--- config.mk ---
export PLATFORM = sky130hd
export DESIGN_NAME = pulse_bcd_display
export DESIGN_NICKNAME = d
export VERILOG_FILES = /design/src/rtl/pulse_bcd_display.sv
export SDC_FILE = /design/constraint.sdc
export NUM_CORES = 1
export LEC_CHECK = 0
export CAP_MARGIN = 40
export CORE_AREA = 2 2 69 87
export CTS_CLUSTER_SIZE = 30
export DETAILED_ROUTE_END_ITERATION = 16
export DIE_AREA = 0 0 71 89
export GPL_TIMING_DRIVEN = 0
export PLACE_DENSITY = 0.87
export SYNTH_ARGS = -nofsm -noshare
export SYNTH_HDL_FRONTEND = slang
export SYNTH_SLANG_ARGS = --single-unit
--- constraint.sdc ---
create_clock -name clk_i -period 6.15 [get_ports clk_i]
set_input_delay 1.23 -clock clk_i [delete_from_list [all_inputs] [get_ports clk_i]]
set_output_delay 1.23 -clock clk_i [all_outputs]
set_load 0.1 [all_outputs]
--- src/rtl/pulse_bcd_display.sv ---
// Pulse event counter: synchronises a pulse input, counts its rising edges as a
// Digits-wide BCD value with a sticky overflow flag, and scans the live or frozen
// count onto a multiplexed 7-segment display.
module pulse_bcd_display #(
  parameter int unsigned Digits       = 4,
  parameter int unsigned ScanDiv      = 100000,
  parameter bit          SegActiveLow = 1'b1
) (
  input  logic                  clk_i,
  input  logic                  rst_i,
  input  logic                  pulse_i,
  input  logic                  clr_i,
  input  logic                  hold_i,
  output logic [4*Digits-1:0]   count_bcd_o,
  output logic                  overflow_o,
  output logic [Digits-1:0]     an_o,
  output logic [6:0]            seg_o,
  output logic                  dp_o
);

  localparam int unsigned IdxW = (Digits > 1) ? $clog2(Digits) : 1;
  localparam int unsigned CntW = $clog2(ScanDiv);
  localparam logic [6:0]        SegZero = 7'h3f;
  localparam logic [6:0]        SegPol  = {7{SegActiveLow}};
  localparam logic [Digits-1:0] AnPol   = {Digits{SegActiveLow}};

  logic [2:0]          sync_q;
  logic                inc;
  logic [4*Digits-1:0] count_q, count_d;
  logic                overflow_q, overflow_d;
  logic                carry;
  logic                hold_q;
  logic [4*Digits-1:0] snap_q, shown;
  logic [CntW-1:0]     cnt_q, cnt_d;
  logic [IdxW-1:0]     idx_q, idx_d;
  logic [Digits-1:0]   blank;
  logic                zero_above;
  logic [3:0]          digit;
  logic [6:0]          seg_raw;
  logic [Digits-1:0]   an_raw;
  logic                dp_raw;
  logic [Digits-1:0]   an_q;
  logic [6:0]          seg_q;
  logic                dp_q;

  // Two-stage synchroniser followed by an edge-history flop.
  always_ff @(posedge clk_i) begin
    if (rst_i) sync_q <= '0;
    else       sync_q <= {sync_q[1:0], pulse_i};
  end

  assign inc = sync_q[1] & ~sync_q[2];

  // Ripple BCD increment; clear wins over a coincident increment.
  always_comb begin
    count_d    = count_q;
    overflow_d = overflow_q;
    carry      = inc;
    for (int k = 0; k < int'(Digits); k++) begin
      if (carry) begin
        if (count_q[4*k+:4] == 4'd9) begin
          count_d[4*k+:4] = 4'd0;
        end else begin
          count_d[4*k+:4] = count_q[4*k+:4] + 4'd1;
          carry           = 1'b0;
        end
      end
    end
    if (carry) overflow_d = 1'b1;
    if (clr_i) begin
      count_d    = '0;
      overflow_d = 1'b0;
    end
  end

  // Count, overflow and hold-edge state.
  always_ff @(posedge clk_i) begin
    if (rst_i) begin
      count_q    <= '0;
      overflow_q <= 1'b0;
      hold_q     <= 1'b0;
      snap_q     <= '0;
    end else begin
      count_q    <= count_d;
      overflow_q <= overflow_d;
      hold_q     <= hold_i;
      snap_q     <= shown;
    end
  end

  // First hold cycle still shows (and captures) the live count; later ones the snapshot.
  assign shown = (hold_i && hold_q) ? snap_q : count_q;

  // Scan slot counter and digit index.
  always_comb begin
    cnt_d = cnt_q + 1'b1;
    idx_d = idx_q;
    if (cnt_q == CntW'(ScanDiv - 1)) begin
      cnt_d = '0;
      idx_d = (idx_q == IdxW'(Digits - 1)) ? '0 : idx_q + 1'b1;
    end
  end

  always_ff @(posedge clk_i) begin
    if (rst_i) begin
      cnt_q <= '0;
      idx_q <= '0;
    end else begin
      cnt_q <= cnt_d;
      idx_q <= idx_d;
    end
  end

  // Leading-zero blanking: digit k>0 blank when it and everything above are zero.
  always_comb begin
    zero_above = 1'b1;
    blank      = '0;
    for (int k = int'(Digits) - 1; k >= 0; k--) begin
      zero_above = zero_above & (shown[4*k+:4] == 4'd0);
      if (k != 0) blank[k] = zero_above;
    end
  end

  // Segment decode {g,f,e,d,c,b,a}, anode select and decimal point, active-high.
  always_comb begin
    digit = shown[4*idx_q+:4];
    unique case (digit)
      4'd0:    seg_raw = 7'h3f;
      4'd1:    seg_raw = 7'h06;
      4'd2:    seg_raw = 7'h5b;
      4'd3:    seg_raw = 7'h4f;
      4'd4:    seg_raw = 7'h66;
      4'd5:    seg_raw = 7'h6d;
      4'd6:    seg_raw = 7'h7d;
      4'd7:    seg_raw = 7'h07;
      4'd8:    seg_raw = 7'h7f;
      4'd9:    seg_raw = 7'h6f;
      default: seg_raw = 7'h00;
    endcase
    if (blank[idx_q]) seg_raw = 7'h00;
    an_raw        = '0;
    an_raw[idx_q] = 1'b1;
    dp_raw        = (idx_q == '0) && overflow_q;
  end

  // Output registers; polarity applied here only.
  always_ff @(posedge clk_i) begin
    if (rst_i) begin
      an_q    <= AnPol;
      an_q[0] <= ~SegActiveLow;
      seg_q   <= SegZero ^ SegPol;
      dp_q    <= SegActiveLow;
    end else begin
      an_q  <= an_raw ^ AnPol;
      seg_q <= seg_raw ^ SegPol;
      dp_q  <= dp_raw ^ SegActiveLow;
    end
  end

  assign count_bcd_o = count_q;
  assign overflow_o  = overflow_q;
  assign an_o        = an_q;
  assign seg_o       = seg_q;
  assign dp_o        = dp_q;

endmodule
==> impl_metrics.csv, run 1 <==
group,metric,value,unit
finish,diodes,0,
floorplan,rows,30,
logic_synthesis,synth_simple_gate_area_share,25.9,%
critical_path,timing.critical_path.buf_inv,4,
pwr,p_seq_share,52.2,%
sta,min_period,3980,ps
critical_path,timing.rr.start,"hold_q$_SDFF_PP0_",
route,drt_iter0_drc,163,
finish,nFillCells,350,
min_path,hold_class,"reg2reg",
cts,cts_tree,"built",
floorplan,die_width,71,um
logic_synthesis,synth_seq_cells,68,
route,drc,0,
cts,ctsRootBufferMaster,"clkbuf_8",
place,pre_cts_slack,1840,ps
sta,setup_ws,2170,ps
route,wl,7540,um
critical_path,worstPathRequired,6380,ps
cts,clkSlewWorstSetupHoldPaths,70,ps
pwr,p_clk_share,43.7,%
logic_synthesis,async_reset_ff_share,0,%
logic_synthesis,synth-edff-count,0,
critical_path,worst_ep_arrival_time,4210,ps
logic_synthesis,synth.area.mux_share,6.01,%
floorplan,core_area,5440,um2
pwr,p_int,0.664,mW
route,drtAntennaViolNets,0,
critical_path,worst_setup_path_start_kind,"input pin",
sta,final_hold_viol_count,0,
sta,fmax,251,MHz
route,vias,2822,
logic_synthesis,syn_nets,368,
critical_path,worstPathCellList,"clkdlybuf4s50_1, and2_1, buf_6, buf_2, mux4_2, mux2i_1, inv_1, ha_1, o21ai_1, a21oi_1, or4_1",
critical_path,path_delay_family,"buffers and inverters",
logic_synthesis,avgSynthCellArea,9.14,um2
route,avgViaCountPerCell,5.70,
grt,grt_max_degree,12,
cts,cts-htree-levels,3,
place,gp_congestion,0.919,
critical_path,setup.worst_path.end_class,"flop",
cts,cts_post_setup_buffers_inserted,0,
sta,fin_setup_tns,0,ps
grt,grt_pass1_wl,12400,um
logic_synthesis,synthCells,353,
job,cap_violations,0,
place,dpl.cell_count,479,
logic_synthesis,synth_top_family_by_area,"simple AND/OR/NAND/NOR gates",
cts,hold_buffers,0,
floorplan,io_pins,34,
logic_synthesis,synthDistinctLibCells,56,
route,drt-pass1-iter-count,4,
logic_synthesis,synthXorXnorAreaFrac,5.70,%
critical_path,path_max_fanout,10,
floorplan,die_area,6320,um2
sta,drv_slew,0,
sta,fin_crit_sh,64.7,%
status,status,"completed",
sta,worst_pin_slew,518,ps
finish,final_cell_mix,"68 x dfxtp_1, 44 x nor2_1, 36 x nand2_1, 33 x clkdlybuf4s50_1, 32 x a21oi_1",
min_path,holdCritStartpoint,"overflow_o$_SDFFE_PP0P_",
finish,final_cells,495,
cts,cts_buffers,9,
pwr,p_sw,0.191,mW
pwr,p_leak,1.65,nW
sta,setup_violations,0,
pwr,combPwrFrac,4.1,%
critical_path,crit_path_top_delay_cell,"clkdlybuf4s50_1",
logic_synthesis,yosys_most_used_dff,"dfxtp_1",
grt,grt_pass1_vias,2723,
finish,final_common_cell,"dfxtp_1",
grt,grt_overflow,0,
sta,rsz0062_at_grt,"no",
cts,cts_sinks,68,
logic_synthesis,synthAdderAreaFrac,3.88,%
floorplan,start_util,59.3,%
place,hpwl,5420,um
critical_path,critical_path_class,"in2reg",
cts,cts_resized,0,
floorplan,die_h,89,um
logic_synthesis,mappedNetlistArea,3230,um2
cts,clkLatencyLatePin,350,ps
grt,grt_usage,25.1,%
sta,slew-limit-headroom,64.6,%
finish,area_growth,32.5,%
critical_path,crit_start,"hold_i",
pwr,swShare,22.4,%
critical_path,max_stage_delay,680,ps
cts,clockBufferDepth,2,
logic_synthesis,synth_compound_area_share,12.2,%
logic_synthesis,seq_area_frac_synth,42.2,%
pwr,powerDensity,200,nW/um2
sta,finalClockSkew,10.9,ps
grt,antenna_found_initial,0,
finish,layout-drive-gt1-share,16.7,%
route,wl_per_cell,15.2,um
finish,fin_nets,441,
logic_synthesis,ys_warn_count,0,
pwr,peakVddDrop,0.000148,V
place,io_buffers,33,
-- area by class of cell --
type                            count  area [um2]  share of cell area, %
Buffer                             17         108                   2.52
Clock buffer                       12         155                   3.63
Clock inverter                      4        47.5                   1.11
Inverter                            7        26.3                  0.615
Multi-Input combinational cell    261        1730                   40.5
Sequential cell                    68        1360                   31.9
Tap cell                           64        80.1                   1.87
Timing Repair Buffer               62         766                   17.9
-- worst reg2reg max path: stages (launching register included) --
cell and delay [ps]:
dfxtp_1 510, and2_1 200, buf_6 140, buf_2 220
mux4_2 330, mux2i_1 410, inv_1 140, ha_1 220
o21ai_1 160, a21oi_1 50, or4_1 410
-- per-layer routing --
layer | track usage [%] | wire length, um
met5 | 0 | 0
met4 | 13.4 | 156
met3 | 3.83 | 333
met2 | 45.7 | 3960
met1 | 28.3 | 3090
-- stage by stage --
stage	cell area, um2	utilization (%)	power [mW]	hold WS, ps
2_1_floorplan	3230	-	0.478	414
3_3_place_gp	3640	66.8	0.488	417
3_5_place_dp	4070	74.8	0.491	420
4_1_cts	4270	78.5	0.856	435
5_1_grt	4270	78.5	0.883	441
6_report	4270	78.5	0.856	435
-- logic make-up after synthesis --
family | after synthesis
mux | 13
flops | 68
fa+ha+maj | 10
compound gates | 62
buf+inv | 24
xor+xnor | 21
simple gates | 155
-- state kept, by name, indices dropped and copies added (netlist names) --
register / cells
overflow_o: 1
idx_q: 2
count_bcd_o: 16
dp_o: 1
seg_o: 7
cnt_q: 17
an_o: 4
hold_q: 1
snap_q: 16
sync_q: 3
-- power groups by stage --
stage / clock [mW] / sequential [mW] / combinational (mW)
2_1_floorplan: 0 / 0.460 / 0.0178
3_3_place_gp: 0 / 0.457 / 0.0316
3_5_place_dp: 0 / 0.457 / 0.0342
4_1_cts: 0.375 / 0.447 / 0.0346
5_1_grt: 0.398 / 0.447 / 0.0372
6_report: 0.374 / 0.447 / 0.0348
-- cell usage after synthesis, drive strengths merged, types with 2 or more instances --
cell type	instances	area, um2
o21ai	12	60.1
nand4	4	40.0
a21oi	32	160
nand2b	4	25.0
or4	2	15.0
inv	6	22.5
a211oi	2	20.0
a211o	2	17.5
nor2b	10	62.6
nor3b	4	40.0
and3	9	56.3
and4	4	35.0
dfxtp	68	1360
xor2	11	96.3
mux4	4	90.1
or4b	2	23.8
a2111oi	5	62.6
clkbuf	8	30.0
and2	3	18.8
o21bai	2	15.0
xnor2	10	87.6
nor4	5	37.5
or3	6	37.5
ha	10	125
nand3	9	45.0
buf	9	77.6
mux2i	8	92.6
o211ai	3	22.5
nand2	37	141
nor3	5	25.0
nor2	44	165
-- final timing paths --
| path | endpoint | slack, ps | depth (start not counted) |
|---|---|---|---|
| max | seg_o[6]$_SDFF_PP1_ | 2170 | 11 |
| min reg2reg | dp_o$_SDFF_PP1_ | 440 | 1 |
| max reg2reg | seg_o[6]$_SDFF_PP1_ | 3220 | 10 |
| min | dp_o$_SDFF_PP1_ | 440 | 1 |
No activity file was read; power rests on OpenSTA's default activity.
==> inputs of run 2 (changes only) <==
- CORE_AREA: 2 2 69 87 -> 2 2 75 94
- DIE_AREA: 0 0 71 89 -> 0 0 77 96
- PLACE_DENSITY: 0.87 -> 0.79
- clock period: 6.15 -> 3.3 ns (I/O delays scaled with it)
==> run 2 against run 1 <==
Effect of this change: largest power group unchanged; utilization decreased by 12 points; design area increased by 1.3%; sequential share of layout area decreased by 0.40 points; sequential cell count unchanged; worst hold slack improved by 13 ps; global-route usage decreased by 3.4 points; clock-buffer cell count decreased by 3; routed wire length decreased by 1.3%; register-to-register slack got worse by 2800 ps.
==> impl_metrics.csv, run 2 (same netlist as run 1, synthesis figures left out) <==
group,metric,value,unit
status,status,"completed",
critical_path,worstPathRequired,3520,ps
grt,antenna_found_initial,0,
finish,nFillCells,553,
place,hpwl,5370,um
critical_path,setup.worst_path.end_class,"flop",
floorplan,io_pins,34,
sta,fin_crit_sh,88.8,%
grt,grt_pass1_wl,12600,um
route,wl,7440,um
sta,fin_setup_tns,0,ps
sta,min_period,2930,ps
finish,final_cell_area,4330,um2
grt,grt_max_degree,14,
critical_path,ff2ff_setup_slack,460,ps
place,gp_congestion,0.867,
critical_path,crit_start,"hold_i",
sta,setup_ws,370,ps
min_path,hold_class,"reg2reg",
finish,final_cell_mix,"68 x dfxtp_1, 44 x nor2_1, 36 x nand2_1, 32 x a21oi_1, 32 x clkdlybuf4s50_1",
place,dpl.cell_count,502,
floorplan,core_area,6520,um2
grt,grt_pass1_vias,2793,
critical_path,critical_path_class,"in2reg",
critical_path,timing.rr.start,"hold_q$_SDFF_PP0_",
finish,final_common_cell,"dfxtp_1",
route,drt-pass1-iter-count,4,
critical_path,crit_path_top_delay_cell,"or4_1",
grt,grt_overflow,0,
critical_path,path_max_fanout,10,
cts,cts_buffers,9,
critical_path,timing.critical_path.buf_inv,4,
floorplan,rows,33,
pwr,p_clk_share,46.1,%
grt,grt_usage,21.7,%
critical_path,r2r_cells,10,
cts,cts-htree-levels,3,
cts,hold_buffers,0,
cts,clkLatencyLatePin,350,ps
critical_path,endpoint,"seg_o[6]$_SDFF_PP1_",
route,vias,2787,
sta,fmax,341,MHz
critical_path,path_delay_family,"buffers and inverters",
finish,fin_nets,441,
sta,drv_slew,0,
route,drt_iter0_drc,144,
route,wl_per_cell,14.4,um
finish,final_cells,518,
route,avgViaCountPerCell,5.38,
critical_path,worst_ep_arrival_time,3150,ps
critical_path,worst_setup_path_start_kind,"input pin",
pwr,powerDensity,384,nW/um2
route,drtAntennaViolNets,0,
place,pre_cts_slack,-454,ps
pwr,peakVddDrop,0.000355,V
job,cap_violations,0,
finish,top_register,"cnt_q",
floorplan,die_h,96,um
sta,worst_pin_slew,529,ps
floorplan,start_util,49.4,%
sta,slew-limit-headroom,63.8,%
pwr,p_int,1.28,mW
sta,final_hold_viol_count,0,
pwr,p_sw,0.385,mW
cts,ctsRootBufferMaster,"clkbuf_8",
finish,layout-drive-gt1-share,17.2,%
finish,area_growth,34.2,%
pwr,combPwrFrac,3.9,%
pwr,swShare,23.1,%
critical_path,reg2reg_to,"seg_o[6]$_SDFF_PP1_",
finish,largest_reg_flops,17,
place,placed_area,4100,um2
route,drc,0,
place,io_buffers,33,
critical_path,crit_cells,11,
critical_path,worstPathCellList,"dlymetal6s2s_1, and2_1, buf_6, buf_2, mux4_2, mux2i_2, inv_1, ha_1, o21ai_1, a21oi_1, or4_1",
cts,cts_sinks,68,
sta,finalClockSkew,11.3,ps
cts,clockBufferDepth,2,
sta,rsz0062_at_grt,"no",
pwr,p_leak,1.66,nW
sta,setup_violations,0,
floorplan,die_area,7390,um2
cts,cts_post_setup_buffers_inserted,0,
cts,clkSlewWorstSetupHoldPaths,80,ps
finish,diodes,0,
floorplan,die_width,77,um
critical_path,max_stage_delay,410,ps
pwr,p_seq_share,50.0,%
pwr,finalPower,1.66,mW
cts,cts_tree,"built",
[run 2: worst min-delay path by stage]
stage / startpoint / endpoint / slack (ps) / cells after the start
final: overflow_o$_SDFFE_PP0P_ / dp_o$_SDFF_PP1_ / 450 / 1
after floorplan: sync_q[0]$_SDFF_PP0_ / sync_q[1]$_SDFF_PP0_ / 410 / 1
after detailed placement: sync_q[0]$_SDFF_PP0_ / sync_q[1]$_SDFF_PP0_ / 430 / 1
after global placement: overflow_o$_SDFFE_PP0P_ / dp_o$_SDFF_PP1_ / 410 / 1
after global routing: overflow_o$_SDFFE_PP0P_ / dp_o$_SDFF_PP1_ / 460 / 1
after CTS: overflow_o$_SDFFE_PP0P_ / dp_o$_SDFF_PP1_ / 450 / 1
[run 2: per-layer routing]
metal	track usage, %	wire length (um)
met5	0	0
met4	11.6	106
met3	3.94	308
met2	39.6	3950
met1	24.2	3080
[run 2: power groups by stage]
stage / Clock, mW / Sequential (mW) / Combinational [mW]
2_1_floorplan: 0 / 0.857 / 0.0331
3_3_place_gp: 0 / 0.851 / 0.0591
3_5_place_dp: 0 / 0.851 / 0.0639
4_1_cts: 0.774 / 0.832 / 0.0645
5_1_grt: 0.805 / 0.833 / 0.0703
6_report: 0.767 / 0.833 / 0.0645
[run 2: what timing repair did]
action,4_1_cts,5_1_grt
setup endpoints to repair,1,2
gates cloned,0,0
resized for setup,1,1
pin swaps,0,0
[run 2: final cells by class]
type	count	area, um2	area share [%]
multi-input combinational	261	1730	40.1
sequential	68	1360	31.5
timing repair buffer	62	768	17.8
clock buffer	9	124	2.86
tap	87	109	2.52
buffer	17	108	2.49
clock inverter	7	97.6	2.25
inverter	7	26.3	0.607
[run 2: worst reg2reg max path: stages, from the launching register on]
cell and delay (ps):
dfxtp_1 520, and2_1 200, buf_6 140, buf_2 230, mux4_2 340, mux2i_2 330
inv_1 110, ha_1 210, o21ai_1 160, a21oi_1 60, or4_1 410
[run 2: metrics by stage]
step                      util, %  hold slack [ps]
after detailed placement     62.8              430
after floorplan                 -              414
after CTS                    66.3              451
after global routing         66.3              460
final                        66.3              449
after global placement       56.2              414
